`config.mk`:
```
export PLATFORM = sky130hd
export DESIGN_NAME = sdrc_bank_req_que_flat
export DESIGN_NICKNAME = d
export VERILOG_FILES = /design/src/rtl/sdrc_bank_req_que_if.sv /design/src/rtl/sdrc_bank_req_que.sv /design/src/flat_wrapper.sv
export SDC_FILE = /design/constraint.sdc
export NUM_CORES = 1
export LEC_CHECK = 0
export CAP_MARGIN = 15
export CORE_UTILIZATION = 37
export DETAILED_ROUTE_END_ITERATION = 10
export PLACE_DENSITY = 0.68
export SETUP_SLACK_MARGIN = 0.3
export SLEW_MARGIN = 20
export SYNTH_ARGS = -nofsm -noshare
export SYNTH_HDL_FRONTEND = slang
export SYNTH_SLANG_ARGS = --single-unit
```
`constraint.sdc`:
```
create_clock -name clk -period 6.7 [get_ports clk]
set_clock_uncertainty 0.2 [all_clocks]
set_input_delay 2.01 -clock clk [delete_from_list [all_inputs] [get_ports clk]]
set_output_delay 2.01 -clock clk [all_outputs]
set_load 0.05 [all_outputs]
```
`src/rtl/sdrc_bank_req_que_if.sv`:
```
// Request-generator -> bank-control chunk interface, plus the head/pop port
// toward the bank/transfer sequencer.
interface sdrc_bank_req_que_if #(
  parameter int DEPTH = 4,
  parameter int ID_W  = 4,
  parameter int LEN_W = 12
);
  localparam int CNT_W = $clog2(DEPTH) + 1;

  logic             r2b_req;
  logic [ID_W-1:0]  r2b_req_id;
  logic             r2b_start;
  logic             r2b_last;
  logic             r2b_wrap;
  logic             r2b_write;
  logic [1:0]       r2b_ba;
  logic [11:0]      r2b_raddr;
  logic [11:0]      r2b_caddr;
  logic [LEN_W-1:0] r2b_len;
  logic             b2r_ack;
  logic             b2r_arb_ok;

  logic             b2x_req;
  logic [ID_W-1:0]  b2x_req_id;
  logic             b2x_start;
  logic             b2x_last;
  logic             b2x_wrap;
  logic             b2x_write;
  logic [1:0]       b2x_ba;
  logic [11:0]      b2x_raddr;
  logic [11:0]      b2x_caddr;
  logic [LEN_W-1:0] b2x_len;
  logic             b2x_page_hit;
  logic             x2b_ack;
  logic             x2b_pre_all;
  logic [CNT_W-1:0] b2x_count;

  modport master (
    output r2b_req, r2b_req_id, r2b_start, r2b_last, r2b_wrap, r2b_write,
           r2b_ba, r2b_raddr, r2b_caddr, r2b_len, x2b_ack, x2b_pre_all,
    input  b2r_ack, b2r_arb_ok, b2x_req, b2x_req_id, b2x_start, b2x_last,
           b2x_wrap, b2x_write, b2x_ba, b2x_raddr, b2x_caddr, b2x_len,
           b2x_page_hit, b2x_count
  );

  modport slave (
    input  r2b_req, r2b_req_id, r2b_start, r2b_last, r2b_wrap, r2b_write,
           r2b_ba, r2b_raddr, r2b_caddr, r2b_len, x2b_ack, x2b_pre_all,
    output b2r_ack, b2r_arb_ok, b2x_req, b2x_req_id, b2x_start, b2x_last,
           b2x_wrap, b2x_write, b2x_ba, b2x_raddr, b2x_caddr, b2x_len,
           b2x_page_hit, b2x_count
  );
endinterface

```
`src/rtl/sdrc_bank_req_que.sv`:
```
// Front of bank control: in-order chunk FIFO from the request generator,
// with per-bank open-row tracking to flag page hits on the head entry.
module sdrc_bank_req_que #(
  parameter int DEPTH = 4,
  parameter int ID_W  = 4,
  parameter int LEN_W = 12
) (
  input logic                clk,
  input logic                reset_n,
  sdrc_bank_req_que_if.slave bus
);
  localparam int PTR_W = $clog2(DEPTH);
  localparam int CNT_W = PTR_W + 1;
  localparam int ENT_W = ID_W + 4 + 2 + 12 + 12 + LEN_W;

  logic [ENT_W-1:0] mem_q [DEPTH];
  logic [PTR_W-1:0] wr_ptr_q, wr_ptr_d;
  logic [PTR_W-1:0] rd_ptr_q, rd_ptr_d;
  logic [CNT_W-1:0] count_q, count_d;
  logic [3:0]       row_valid_q, row_valid_d;
  logic [11:0]      open_row_q [4];
  logic [11:0]      open_row_d [4];

  logic             full, empty, push, pop;
  logic [ENT_W-1:0] wdata, head;
  logic [1:0]       head_ba;
  logic [11:0]      head_raddr;

  assign full  = (count_q == CNT_W'(DEPTH));
  assign empty = (count_q == '0);
  // Gated by reset_n so no chunk is acked while the queue is held in reset.
  assign push  = bus.r2b_req & ~full & reset_n;
  assign pop   = bus.x2b_ack & ~empty;

  assign wdata = {bus.r2b_req_id, bus.r2b_start, bus.r2b_last, bus.r2b_wrap,
                  bus.r2b_write, bus.r2b_ba, bus.r2b_raddr, bus.r2b_caddr,
                  bus.r2b_len};
  assign head  = mem_q[rd_ptr_q];

  assign {bus.b2x_req_id, bus.b2x_start, bus.b2x_last, bus.b2x_wrap,
          bus.b2x_write, head_ba, head_raddr, bus.b2x_caddr,
          bus.b2x_len} = head;
  assign bus.b2x_ba    = head_ba;
  assign bus.b2x_raddr = head_raddr;

  assign bus.b2r_ack      = push;
  assign bus.b2r_arb_ok   = ~full;
  assign bus.b2x_req      = ~empty;
  assign bus.b2x_count    = count_q;
  assign bus.b2x_page_hit = ~empty & row_valid_q[head_ba] &
                            (open_row_q[head_ba] == head_raddr);

  always_comb begin
    wr_ptr_d = wr_ptr_q;
    rd_ptr_d = rd_ptr_q;
    count_d  = count_q;
    if (push) wr_ptr_d = wr_ptr_q + 1'b1;
    if (pop)  rd_ptr_d = rd_ptr_q + 1'b1;
    if (push && !pop)      count_d = count_q + 1'b1;
    else if (!push && pop) count_d = count_q - 1'b1;
  end

  // Precharge-all clears first so a same-cycle pop still opens its row.
  always_comb begin
    row_valid_d = row_valid_q;
    open_row_d  = open_row_q;
    if (bus.x2b_pre_all) row_valid_d = '0;
    if (pop) begin
      row_valid_d[head_ba] = 1'b1;
      open_row_d[head_ba]  = head_raddr;
    end
  end

  always_ff @(posedge clk or negedge reset_n) begin
    if (!reset_n) begin
      wr_ptr_q    <= '0;
      rd_ptr_q    <= '0;
      count_q     <= '0;
      row_valid_q <= '0;
      open_row_q  <= '{default: '0};
    end else begin
      wr_ptr_q    <= wr_ptr_d;
      rd_ptr_q    <= rd_ptr_d;
      count_q     <= count_d;
      row_valid_q <= row_valid_d;
      open_row_q  <= open_row_d;
    end
  end

  always_ff @(posedge clk) begin
    if (push) mem_q[wr_ptr_q] <= wdata;
  end
endmodule

```
`src/flat_wrapper.sv`:
```
// flat-port wrapper written by rule: the top's interface ports become plain ports
module sdrc_bank_req_que_flat 
#(
  parameter int DEPTH = 4,
  parameter int ID_W  = 4,
  parameter int LEN_W = 12
)
  (clk, reset_n, bus_r2b_req, bus_r2b_req_id, bus_r2b_start, bus_r2b_last, bus_r2b_wrap, bus_r2b_write, bus_r2b_ba, bus_r2b_raddr, bus_r2b_caddr, bus_r2b_len, bus_x2b_ack, bus_x2b_pre_all, bus_b2r_ack, bus_b2r_arb_ok, bus_b2x_req, bus_b2x_req_id, bus_b2x_start, bus_b2x_last, bus_b2x_wrap, bus_b2x_write, bus_b2x_ba, bus_b2x_raddr, bus_b2x_caddr, bus_b2x_len, bus_b2x_page_hit, bus_b2x_count);
  sdrc_bank_req_que_if #(.DEPTH(DEPTH), .ID_W(ID_W), .LEN_W(LEN_W)) bus_i ();
  input logic clk;
  input logic reset_n;
  input wire logic [$bits(bus_i.r2b_req)-1:0] bus_r2b_req;
  input wire logic [$bits(bus_i.r2b_req_id)-1:0] bus_r2b_req_id;
  input wire logic [$bits(bus_i.r2b_start)-1:0] bus_r2b_start;
  input wire logic [$bits(bus_i.r2b_last)-1:0] bus_r2b_last;
  input wire logic [$bits(bus_i.r2b_wrap)-1:0] bus_r2b_wrap;
  input wire logic [$bits(bus_i.r2b_write)-1:0] bus_r2b_write;
  input wire logic [$bits(bus_i.r2b_ba)-1:0] bus_r2b_ba;
  input wire logic [$bits(bus_i.r2b_raddr)-1:0] bus_r2b_raddr;
  input wire logic [$bits(bus_i.r2b_caddr)-1:0] bus_r2b_caddr;
  input wire logic [$bits(bus_i.r2b_len)-1:0] bus_r2b_len;
  input wire logic [$bits(bus_i.x2b_ack)-1:0] bus_x2b_ack;
  input wire logic [$bits(bus_i.x2b_pre_all)-1:0] bus_x2b_pre_all;
  output wire logic [$bits(bus_i.b2r_ack)-1:0] bus_b2r_ack;
  output wire logic [$bits(bus_i.b2r_arb_ok)-1:0] bus_b2r_arb_ok;
  output wire logic [$bits(bus_i.b2x_req)-1:0] bus_b2x_req;
  output wire logic [$bits(bus_i.b2x_req_id)-1:0] bus_b2x_req_id;
  output wire logic [$bits(bus_i.b2x_start)-1:0] bus_b2x_start;
  output wire logic [$bits(bus_i.b2x_last)-1:0] bus_b2x_last;
  output wire logic [$bits(bus_i.b2x_wrap)-1:0] bus_b2x_wrap;
  output wire logic [$bits(bus_i.b2x_write)-1:0] bus_b2x_write;
  output wire logic [$bits(bus_i.b2x_ba)-1:0] bus_b2x_ba;
  output wire logic [$bits(bus_i.b2x_raddr)-1:0] bus_b2x_raddr;
  output wire logic [$bits(bus_i.b2x_caddr)-1:0] bus_b2x_caddr;
  output wire logic [$bits(bus_i.b2x_len)-1:0] bus_b2x_len;
  output wire logic [$bits(bus_i.b2x_page_hit)-1:0] bus_b2x_page_hit;
  output wire logic [$bits(bus_i.b2x_count)-1:0] bus_b2x_count;
  assign bus_i.r2b_req = bus_r2b_req;
  assign bus_i.r2b_req_id = bus_r2b_req_id;
  assign bus_i.r2b_start = bus_r2b_start;
  assign bus_i.r2b_last = bus_r2b_last;
  assign bus_i.r2b_wrap = bus_r2b_wrap;
  assign bus_i.r2b_write = bus_r2b_write;
  assign bus_i.r2b_ba = bus_r2b_ba;
  assign bus_i.r2b_raddr = bus_r2b_raddr;
  assign bus_i.r2b_caddr = bus_r2b_caddr;
  assign bus_i.r2b_len = bus_r2b_len;
  assign bus_i.x2b_ack = bus_x2b_ack;
  assign bus_i.x2b_pre_all = bus_x2b_pre_all;
  assign bus_b2r_ack = bus_i.b2r_ack;
  assign bus_b2r_arb_ok = bus_i.b2r_arb_ok;
  assign bus_b2x_req = bus_i.b2x_req;
  assign bus_b2x_req_id = bus_i.b2x_req_id;
  assign bus_b2x_start = bus_i.b2x_start;
  assign bus_b2x_last = bus_i.b2x_last;
  assign bus_b2x_wrap = bus_i.b2x_wrap;
  assign bus_b2x_write = bus_i.b2x_write;
  assign bus_b2x_ba = bus_i.b2x_ba;
  assign bus_b2x_raddr = bus_i.b2x_raddr;
  assign bus_b2x_caddr = bus_i.b2x_caddr;
  assign bus_b2x_len = bus_i.b2x_len;
  assign bus_b2x_page_hit = bus_i.b2x_page_hit;
  assign bus_b2x_count = bus_i.b2x_count;
  sdrc_bank_req_que #(.DEPTH(DEPTH), .ID_W(ID_W), .LEN_W(LEN_W)) u_core (.clk(clk), .reset_n(reset_n), .bus(bus_i));
endmodule
```
==> results_dict.tcl <==
set metrics [dict create \
    place_hpwl_mm 11.4 \
    clk_pin_slew_ns 0.06 \
    drcViolationCount 0 \
    instances_no_fill 924 \
    layout-drive-gt1-share_pct 18.4 \
    cts_tree "built" \
    antenna_left 0 \
    grt_max_degree 60 \
    max_stage_delay_ns 0.97 \
    setup_ws_ns 0.545 \
    dr.pass1.iters 4 \
    path_class "flop to primary output" \
    finalNetCount 630 \
    post-route-period-util_pct 91.9 \
    clock_latency_ns 0.52 \
    ys_types 29 \
    required_ns 4.49 \
    hp-class "flop to flop" \
    final_util_pct 46.5 \
    htreeDepth 1 \
    coreArea_um2 25200 \
    num_io_pins 104 \
    hold_viol 0 \
    gp_congestion 0.720 \
    grt.total_usage_pct 14.3 \
    cts_root_buf "clkbuf_16" \
    slew_violations 0 \
    crit_chain "mux4_2 -> mux2i_1 -> mux2i_1 -> xnor2_1 -> nand4_1 -> nor4_2 -> clkdlybuf4s50_1" \
    worst-endpoint-arrival_ns 3.94 \
    startpoint_type "flop" \
    synthesis.instances 455 \
    p_per_area_nw_per_um2 494 \
    outcome "complete, no violations" \
    die_w_um 162 \
    place_ws_ns 0.847 \
    cp-end-kind "primary output" \
    dieArea_um2 26400 \
    rsz0062_at_grt "no" \
    cts_buffers 26 \
    async_reset_ff_share_pct 24.3 \
    path_common_cell "mux2i_1" \
    fp.dieH_um 162 \
    rows 58 \
    layout_commonest_cell "edfxtp_1" \
    placed_cells_incl_taps 875 \
    grt_pass1_wl_mm 28.7 \
    routed_wl_mm 18.2 \
    ir_worst_vdd_v 0.000257 \
    path_max_fanout 29 \
    vias 4561 \
    cap_violations 0 \
    syn_to_final_growth_pct 23.0 \
    final_cell_mix "edfxtp_1 (184), clkdlybuf4s50_1 (102), dfrtp_1 (57), mux4_2 (47), mux2_1 (39)" \
    avgViaCountPerCell 4.94 \
    setup_viol 0 \
    hold_buffers 0 \
    synth_edf_count 184 \
    yosys_warnings 0 \
    wl_per_cell_um 19.7 \
    drtIter0Drc 188 \
    ys_ff_latch 243 \
    fin_setup_tns_ns 0 \
    fmax_mhz 162 \
    first_global_vias 5172 \
    yosysSeqAreaShare_pct 73.6 \
    cts_buffer_depth 3 \
    synth_flop_cell "edfxtp_1" \
    tightest_slew_ns 0.888 \
    start_util_pct 37.8 \
    cts.sinks 243 \
    overflow 0 \
    syn-num-nets 512 \
    numPortBuffers 103 \
    min_period_ns 6.15 \
    nFillCells 2098 \
    syn_avg_cell_area_um2 20.9 \
    critical-path-top-delay-family "multiplexers" \
    slew_headroom_pct 40.8 \
    crit_buf_inv 1 \
    p_leak_uw 0.00409 \
    cpMaxStageDelayCell "mux4_2" \
    antenna_found_initial 1 \
    netlist_area_um2 9510 \
    cts.repair_timing.setup_buffer_count 0 \
]
## path summary, 6_finish.rpt
path                                                 to  cells after the start                  start  slack, ns
worst min-delay path              u_core.open_row_q[45]                      1  u_core.open_row_q[45]       0.28
min in group asynchronous       u_core.bus.b2x_count[2]                      2                reset_n       1.47
worst min register to register    u_core.open_row_q[45]                      1  u_core.open_row_q[45]       0.28
worst max register to register    u_core.open_row_q[13]                      4     u_core.rd_ptr_q[0]       3.55
max in group asynchronous            u_core.rd_ptr_q[0]                      2                reset_n       4.28
worst max-delay path                   bus_b2x_page_hit                      7     u_core.rd_ptr_q[0]       0.55
## through the flow
step	total power, uW	hold WS (ns)	instance area, um^2
6_report	5780	0.284	11700
5_1_grt	6070	0.305	11700
4_1_cts	5860	0.288	11700
3_5_place_dp	4550	0.274	10900
3_3_place_gp	4470	0.258	10900
2_1_floorplan	3850	0.249	9510
## sequential cells by signal, summed over array words and instances (netlist names)
name and flops:
u_core.rd_ptr_q 2, u_core.wr_ptr_q 2, u_core.bus.b2x_count 3, u_core.mem_q 184
u_core.open_row_q 48, u_core.row_valid_q 4
## cells in the mapped netlist, types with 2 or more instances
library cell	instances	area, um^2
ha_1	5	62.6
buf_6	2	22.5
xnor2_1	16	140
xor2_1	2	17.5
nand4_1	2	12.5
inv_1	7	26.3
mux4_2	47	1060
mux2_2	10	113
buf_1	3	11.3
dfrtp_1	59	1480
mux2_1	39	439
clkbuf_1	3	11.3
mux2i_1	36	360
and2_1	4	25.0
buf_2	11	55.1
edfxtp_1	184	5530
and3_1	2	12.5
nor2_1	3	11.3
nand3_1	3	15.0
o21ai_1	3	15.0
nand2_1	5	18.8
buf_4	2	15.0
## area by class of cell
type                       instances  area (um^2)  area share (%)
sequential                       243         7010            59.9
inverter                           7         26.3           0.225
clock inverter                    16         81.3           0.695
tap                              330          413            3.53
antenna                            1         2.50          0.0214
timing repair buffer             111         1090            9.32
clock buffer                      32          704            6.02
multi-input combinational        184         2370            20.3
## kinds of logic after synthesis
| logic type | synth area share [%] |
|---|---|
| xor+xnor | 1.66 |
| simple gates | 1.37 |
| compound gates | 0.289 |
| flops | 73.6 |
| fa+ha+maj | 0.868 |
| buf+inv | 1.49 |
| mux | 20.7 |
## per-layer routing
layer	share of wire [%]	track usage, %	vias up	wire length [um]
met3	7.3	4.43	32	1330
met1	40	17.1	2366	7360
met4	2.1	4.12	0	376
li1	-	-	2048	-
met5	0	0	-	0
met2	50	24.7	115	9180
## power by group
part	switching (uW)	internal, uW	total, uW
sequential	147	1940	2080
combinational	1430	974	2400
clock	553	744	1300
## timing repair
item | in CTS | in global routing
endpoints found under the hold margin | 0 | 0
endpoints found under the setup margin | 0 | 1
gates resized for setup | 0 | 1
(Power assumes the default switching activity.)
==> variant 1, RTL diff (same settings) <==
Reset style: synchronous (`reset_n`), changed in one clocked block.
--- a/src/rtl/sdrc_bank_req_que.sv
+++ b/src/rtl/sdrc_bank_req_que.sv
@@ -72,5 +72,5 @@
   end
 
-  always_ff @(posedge clk or negedge reset_n) begin
+  always_ff @(posedge clk) begin
     if (!reset_n) begin
       wr_ptr_q    <= '0;
Function: differs if reset_n is asserted again (counterexample within 4 cycles, from zero or initial values and one cycle with reset_n low); with reset_n held inactive, the same outputs for 4 cycles.
==> variant 1 against the unedited design <==
  * Worst hold slack got worse by 16 ps
  * Total power decreased by 17%
  * Sequential cell count rose by 2
  * Area after synthesis is 1.1% higher
  * Cell area up 1.3%
  * Global-route usage increased by 1.2 points
  * Sequential share of layout area decreased by 2.9 points
  * Worst setup slack improved by 36 ps
  * Register-to-register slack barely moved
  * Via count rose by 16%
  * Wire length is 11% higher
  * Count of clock-buffer cells in the layout is 2 higher
  * Critical path type unchanged
  * Critical endpoint unchanged
==> variant 1: results (changes against the unedited design) <==
INFO  metric cts-root-buf = clkbuf_16
INFO  metric numPortBuffers = 103 (unchanged)
INFO  metric internal_power = 3.15 mW (-14%)
INFO  metric layout.filler_cells = 2126 (+1.3%)
INFO  metric outcome = complete, no violations
INFO  metric layout_top_registers = u_core.mem_q: 184 flops, u_core.open_row_q: 48 flops, u_core.row_valid_q: 4 flops
INFO  metric synth_enable_flop_cells = 184 (unchanged)
INFO  metric critPathArrivalTime = 3910 ps (-30 ps)
INFO  metric net_count_after_synthesis = 626 (+22%)
INFO  metric antenna_violations_before_repair = 0 (-1)
INFO  metric grt_pass1_vias = 5630 (+8.9%)
INFO  metric postSynth.asyncResetShare = 0% (-24 points)
INFO  metric htreeDepth = 1 (unchanged)
INFO  metric synth.top_cells.by_area = edfxtp_1, dfxtp_1, mux4_2
INFO  metric drt_first_iter_violations = 328 (+74%)
INFO  metric yosys_warnings = 0 (unchanged)
INFO  metric critical_path.max_stage_delay = 850 ps (-120 ps)
INFO  metric yosys.cell_types.count = 36 (+24%)
INFO  metric synth-seq-area-share = 70.1% (-3.5 points)
INFO  metric dpl_cell_area = 11000 um^2 (+0.68%)
INFO  metric numCtsBuffers = 27 (+3.8%)
INFO  metric gr-usage-all-layers = 15.5% (+1.2 points)
INFO  metric final_nets = 739 (+17%)
INFO  metric worst_skew_pair_later_pin_latency = 530 ps
INFO  metric cell_depth_of_the_worst_flop_to_flop_path = 5 (+1)
INFO  metric via_count = 5273 (+16%)
INFO  metric clk_pin_slew_worst_paths = 60 ps (about the same)
INFO  metric worst-path-max-fanout = 46 (+59%)
INFO  metric cp_slowest_cell = clkdlybuf4s50_1
INFO  metric syn_inst = 569 (+25%)
INFO  metric max-vdd-ir-drop = 336 uV (+31%)
INFO  metric share_of_post_route_cells_with_drive_strength_above_1 = 14.8% (-3.5 points)
INFO  metric power.static_leakage = 3.80 nW (-7.0%)
INFO  metric worst_slew_margin_rel = 31.8% (-9.0 points)
INFO  metric diodes = 0 (-1)
INFO  metric drt_pass1_iterations = 4 (unchanged)
INFO  metric totalWireLength = 20300 um (+11%)
INFO  metric final_estimated_routing_congestion_in_global_placement = 0.779 (+8.2%)
INFO  metric grt_first_pass_wirelength = 31600 um (+9.9%)
INFO  metric hold_depth = 2 (+1)
INFO  metric cts.path.max_buffers = 3 (unchanged)
INFO  metric hp-class = register to register
INFO  metric cpLargestDelayFamily = buffers and inverters
INFO  metric grt_max_degree = 61 (+1.7%)
INFO  metric synthTopCellsByCount = edfxtp_1, nand2_1, dfxtp_1, mux2i_1, mux4_2
INFO  metric detailed_place_hpwl = 12200 um (+7.2%)
-- variant 1: cell types whose count changed in the layout (fill, tap and decap cells not counted), moves of 4 or more --
cell	change
nand2_1	+72
mux2_1	-39
mux2i_1	+10
mux2_2	-9
nand2b_1	+4
a21boi_0	+39
dfrtp_1	-57
dfxtp_1	+59
and2_1	+6
nor2b_1	+14
-- variant 1: metal layers --
metal | part of all wire, % | vias to the layer above | GRT usage, %
met4 | 2.1 | 0 | 4.46
met5 | 0 | - | 0
li1 | - | 2392 | -
met2 | 49 | 170 | 26.1
met3 | 7.1 | 36 | 3.81
met1 | 41 | 2675 | 19.8
-- variant 1: kinds of logic after synthesis --
family | share of synthesized area, %
simple gates | 6.18
flops | 70.1
xor+xnor | 1.64
mux | 15.7
fa+ha+maj | 0.858
compound gates | 3.62
buf+inv | 1.90
-- variant 1: repair_timing --
item,in CTS,in global routing
gates resized for setup,1,1
setup buffers,0,1
gates cloned,1,1
endpoints found under the hold margin,0,0
setup endpoints to repair,1,1
-- variant 1: worst paths after layout --
| path | start | endpoint | slack (ps) |
|---|---|---|---|
| max | register | bus_b2x_page_hit | 580 |
| min | u_core.open_row_q[38] | u_core.open_row_q[38] | 270 |
| max reg2reg | register | u_core.open_row_q[44] | 3560 |
| min reg2reg | u_core.open_row_q[38] | u_core.open_row_q[38] | 270 |
-- variant 1: power groups by stage --
stage          combinational [mW]  sequential [mW]  clock, mW
2_1_floorplan                1.15             1.87          0
3_3_place_gp                 1.58             1.89          0
3_5_place_dp                 1.60             1.90          0
4_1_cts                      1.62             1.87       1.35
5_1_grt                      1.74             1.87       1.42
6_report                     1.64             1.85       1.32
-- variant 1: cell type report --
class	count	area, um^2	share of cell area, %
flip-flops and latches	245	6750	57.0
clock inverters	14	71.3	0.602
well taps	330	413	3.49
inverters	5	18.8	0.158
multi-input cells	291	2750	23.2
repair buffers	112	1120	9.49
clock buffers	34	722	6.09
-- variant 1: metrics by stage --
step | setup WS, ps | std cells
floorplan | 1600 | 569
global placement | 934 | 980
detailed placement | 849 | 980
CTS | 368 | 1029
global route | 382 | 1031
finish | 582 | 1031
-- variant 1: worst min-delay path: cells and delay by family (launching register included) --
family / cells / cell delay, ps
flops: 1 / 310
simple gates: 1 / 60
compound gates: 1 / 50
==> variant 2, RTL diff (same settings) <==
Without the edit above. `LEN_W` is set to 12 in 3 places; all go to 16.
--- a/src/rtl/sdrc_bank_req_que_if.sv
+++ b/src/rtl/sdrc_bank_req_que_if.sv
@@ -4,5 +4,5 @@
   parameter int DEPTH = 4,
   parameter int ID_W  = 4,
-  parameter int LEN_W = 12
+  parameter int LEN_W = 16
 );
   localparam int CNT_W = $clog2(DEPTH) + 1;
--- a/src/rtl/sdrc_bank_req_que.sv
+++ b/src/rtl/sdrc_bank_req_que.sv
@@ -4,5 +4,5 @@
   parameter int DEPTH = 4,
   parameter int ID_W  = 4,
-  parameter int LEN_W = 12
+  parameter int LEN_W = 16
 ) (
   input logic                clk,
--- a/src/flat_wrapper.sv
+++ b/src/flat_wrapper.sv
@@ -4,5 +4,5 @@
   parameter int DEPTH = 4,
   parameter int ID_W  = 4,
-  parameter int LEN_W = 12
+  parameter int LEN_W = 16
 )
   (clk, reset_n, bus_r2b_req, bus_r2b_req_id, bus_r2b_start, bus_r2b_last, bus_r2b_wrap, bus_r2b_write, bus_r2b_ba, bus_r2b_raddr, bus_r2b_caddr, bus_r2b_len, bus_x2b_ack, bus_x2b_pre_all, bus_b2r_ack, bus_b2r_arb_ok, bus_b2x_req, bus_b2x_req_id, bus_b2x_start, bus_b2x_last, bus_b2x_wrap, bus_b2x_write, bus_b2x_ba, bus_b2x_raddr, bus_b2x_caddr, bus_b2x_len, bus_b2x_page_hit, bus_b2x_count);
Interface: changed (resized bus_b2x_len and bus_r2b_len); port bits go from 104 to 112. The function was not compared with the original's and may differ.
==> variant 2 against the unedited design <==
  * Sequential cell count increased by 16
  * Cell area is 6.1% higher
  * Wire length up 9.3%
  * Total power grew 6.8%
  * Count of clock-buffer cells in the layout grew 4
  * Sequential share of layout area is 0.40 points higher
  * Worst setup slack better by 280 ps
  * Area after synthesis rose by 6.1%
==> variant 2: results (changes against the unedited design) <==
INFO  metric outcome = complete, no violations
INFO  metric share_of_post_route_cells_with_drive_strength_above_1 = 23.4% (+5.0 points)
INFO  metric post_synthesis_compound_gate_area_fraction = 1.34% (+1.0 points)
INFO  metric dpl_cell_area = 11600 um^2 (+6.3%)
INFO  metric via_count = 4959 (+8.7%)
INFO  metric highest_clock_rate = 170 MHz (+4.9%)
INFO  metric grt_use_met1 = 17.7% (+0.63 points)
INFO  metric grt_first_pass_wirelength = 30900 um (+7.5%)
INFO  metric drt-met1-wl = 7990 um (+8.5%)
INFO  metric global_route.usage.met3 = 4.77% (+0.34 points)
INFO  metric detailed_place_hpwl = 12800 um (+12%)
INFO  metric hold_path.startpoint = u_core.row_valid_q[0]
INFO  metric timing.rr.end = u_core.open_row_q[40]
INFO  metric numPortBuffers = 111 (+7.8%)
INFO  metric cp_slowest_cell = mux4_4
INFO  metric final_estimated_routing_congestion_in_global_placement = 0.730 (+1.4%)
INFO  metric critical_path.max_stage_delay = 870 ps (-100 ps)
INFO  metric synth-seq-area-share = 74.1% (+0.50 points)
INFO  metric global_route_track_usage_on_met2 = 24.2% (-0.53 points)
INFO  metric critPathArrivalTime = 3660 ps (-280 ps)
INFO  metric worst_hold_slack = 280 ps (-4.26 ps)
INFO  metric synth.top_cells.by_area = edfxtp_1, dfrtp_1, mux4_2
INFO  metric yosys.area_share.adder = 0.818% (-0.050 points)
INFO  metric postSynth.asyncResetShare = 22.8% (-1.5 points)
INFO  metric yosys.cell_types.count = 37 (+28%)
INFO  metric power.static_leakage = 4.33 nW (+5.9%)
INFO  metric worst_slew_margin_rel = 31.1% (-9.7 points)
INFO  metric layout_top_registers = u_core.mem_q: 200 flops, u_core.open_row_q: 48 flops, u_core.row_valid_q: 4 flops
INFO  metric worstHoldEndpoint = u_core.row_valid_q[0]
INFO  metric gr-usage-all-layers = 14.3% (+0.049 points)
INFO  metric net_count_after_synthesis = 553 (+8.0%)
INFO  metric met3_wire_length = 1430 um (+7.8%)
INFO  metric worst-path-max-fanout = 30 (+3.4%)
INFO  metric drt_first_iter_violations = 434 (+130%)
INFO  metric synth-xor-area-share = 1.47% (-0.18 points)
INFO  metric avgRoutedWirePerCell = 20.3 um (+3.1%)
INFO  metric max-vdd-ir-drop = 370 uV (+44%)
INFO  metric regToRegSetupSlack = 3240 ps (-310 ps)
INFO  metric final_nets = 679 (+7.8%)
INFO  metric grt_pass1_vias = 5466 (+5.7%)
variant 2: cell types whose count changed in the layout (fill, tap and decap cells not counted), sizes merged, moves of 5 or more:
cell           before  now
clkdlybuf4s50     102  109
clkinv             14    8
edfxtp            184  200
mux2i              36   27
nand2               5   13
o21ai               4   10
xnor2              16   11
variant 2: final cells by class:
class	count	area, um^2	area share [%]
diodes	2	5.00	0.0403
clock buffers	36	688	5.54
clock inverters	11	120	0.967
inverters	10	37.5	0.302
multi-input cells	201	2470	19.9
flip-flops and latches	259	7490	60.3
well taps	341	427	3.44
repair buffers	120	1180	9.47
variant 2: power by group:
| group | switching, mW | total, mW | internal [mW] |
|---|---|---|---|
| logic | 1.56 | 2.61 | 1.05 |
| clock network | 0.585 | 1.38 | 0.797 |
| registers | 0.127 | 2.18 | 2.06 |
variant 2: stage by stage:
step | util, % | std cells
after floorplan | - | 492
after CTS | 46.2 | 978
after global placement | 43.2 | 931
after detailed placement | 43.2 | 931
final | 46.2 | 980
after global routing | 46.2 | 978
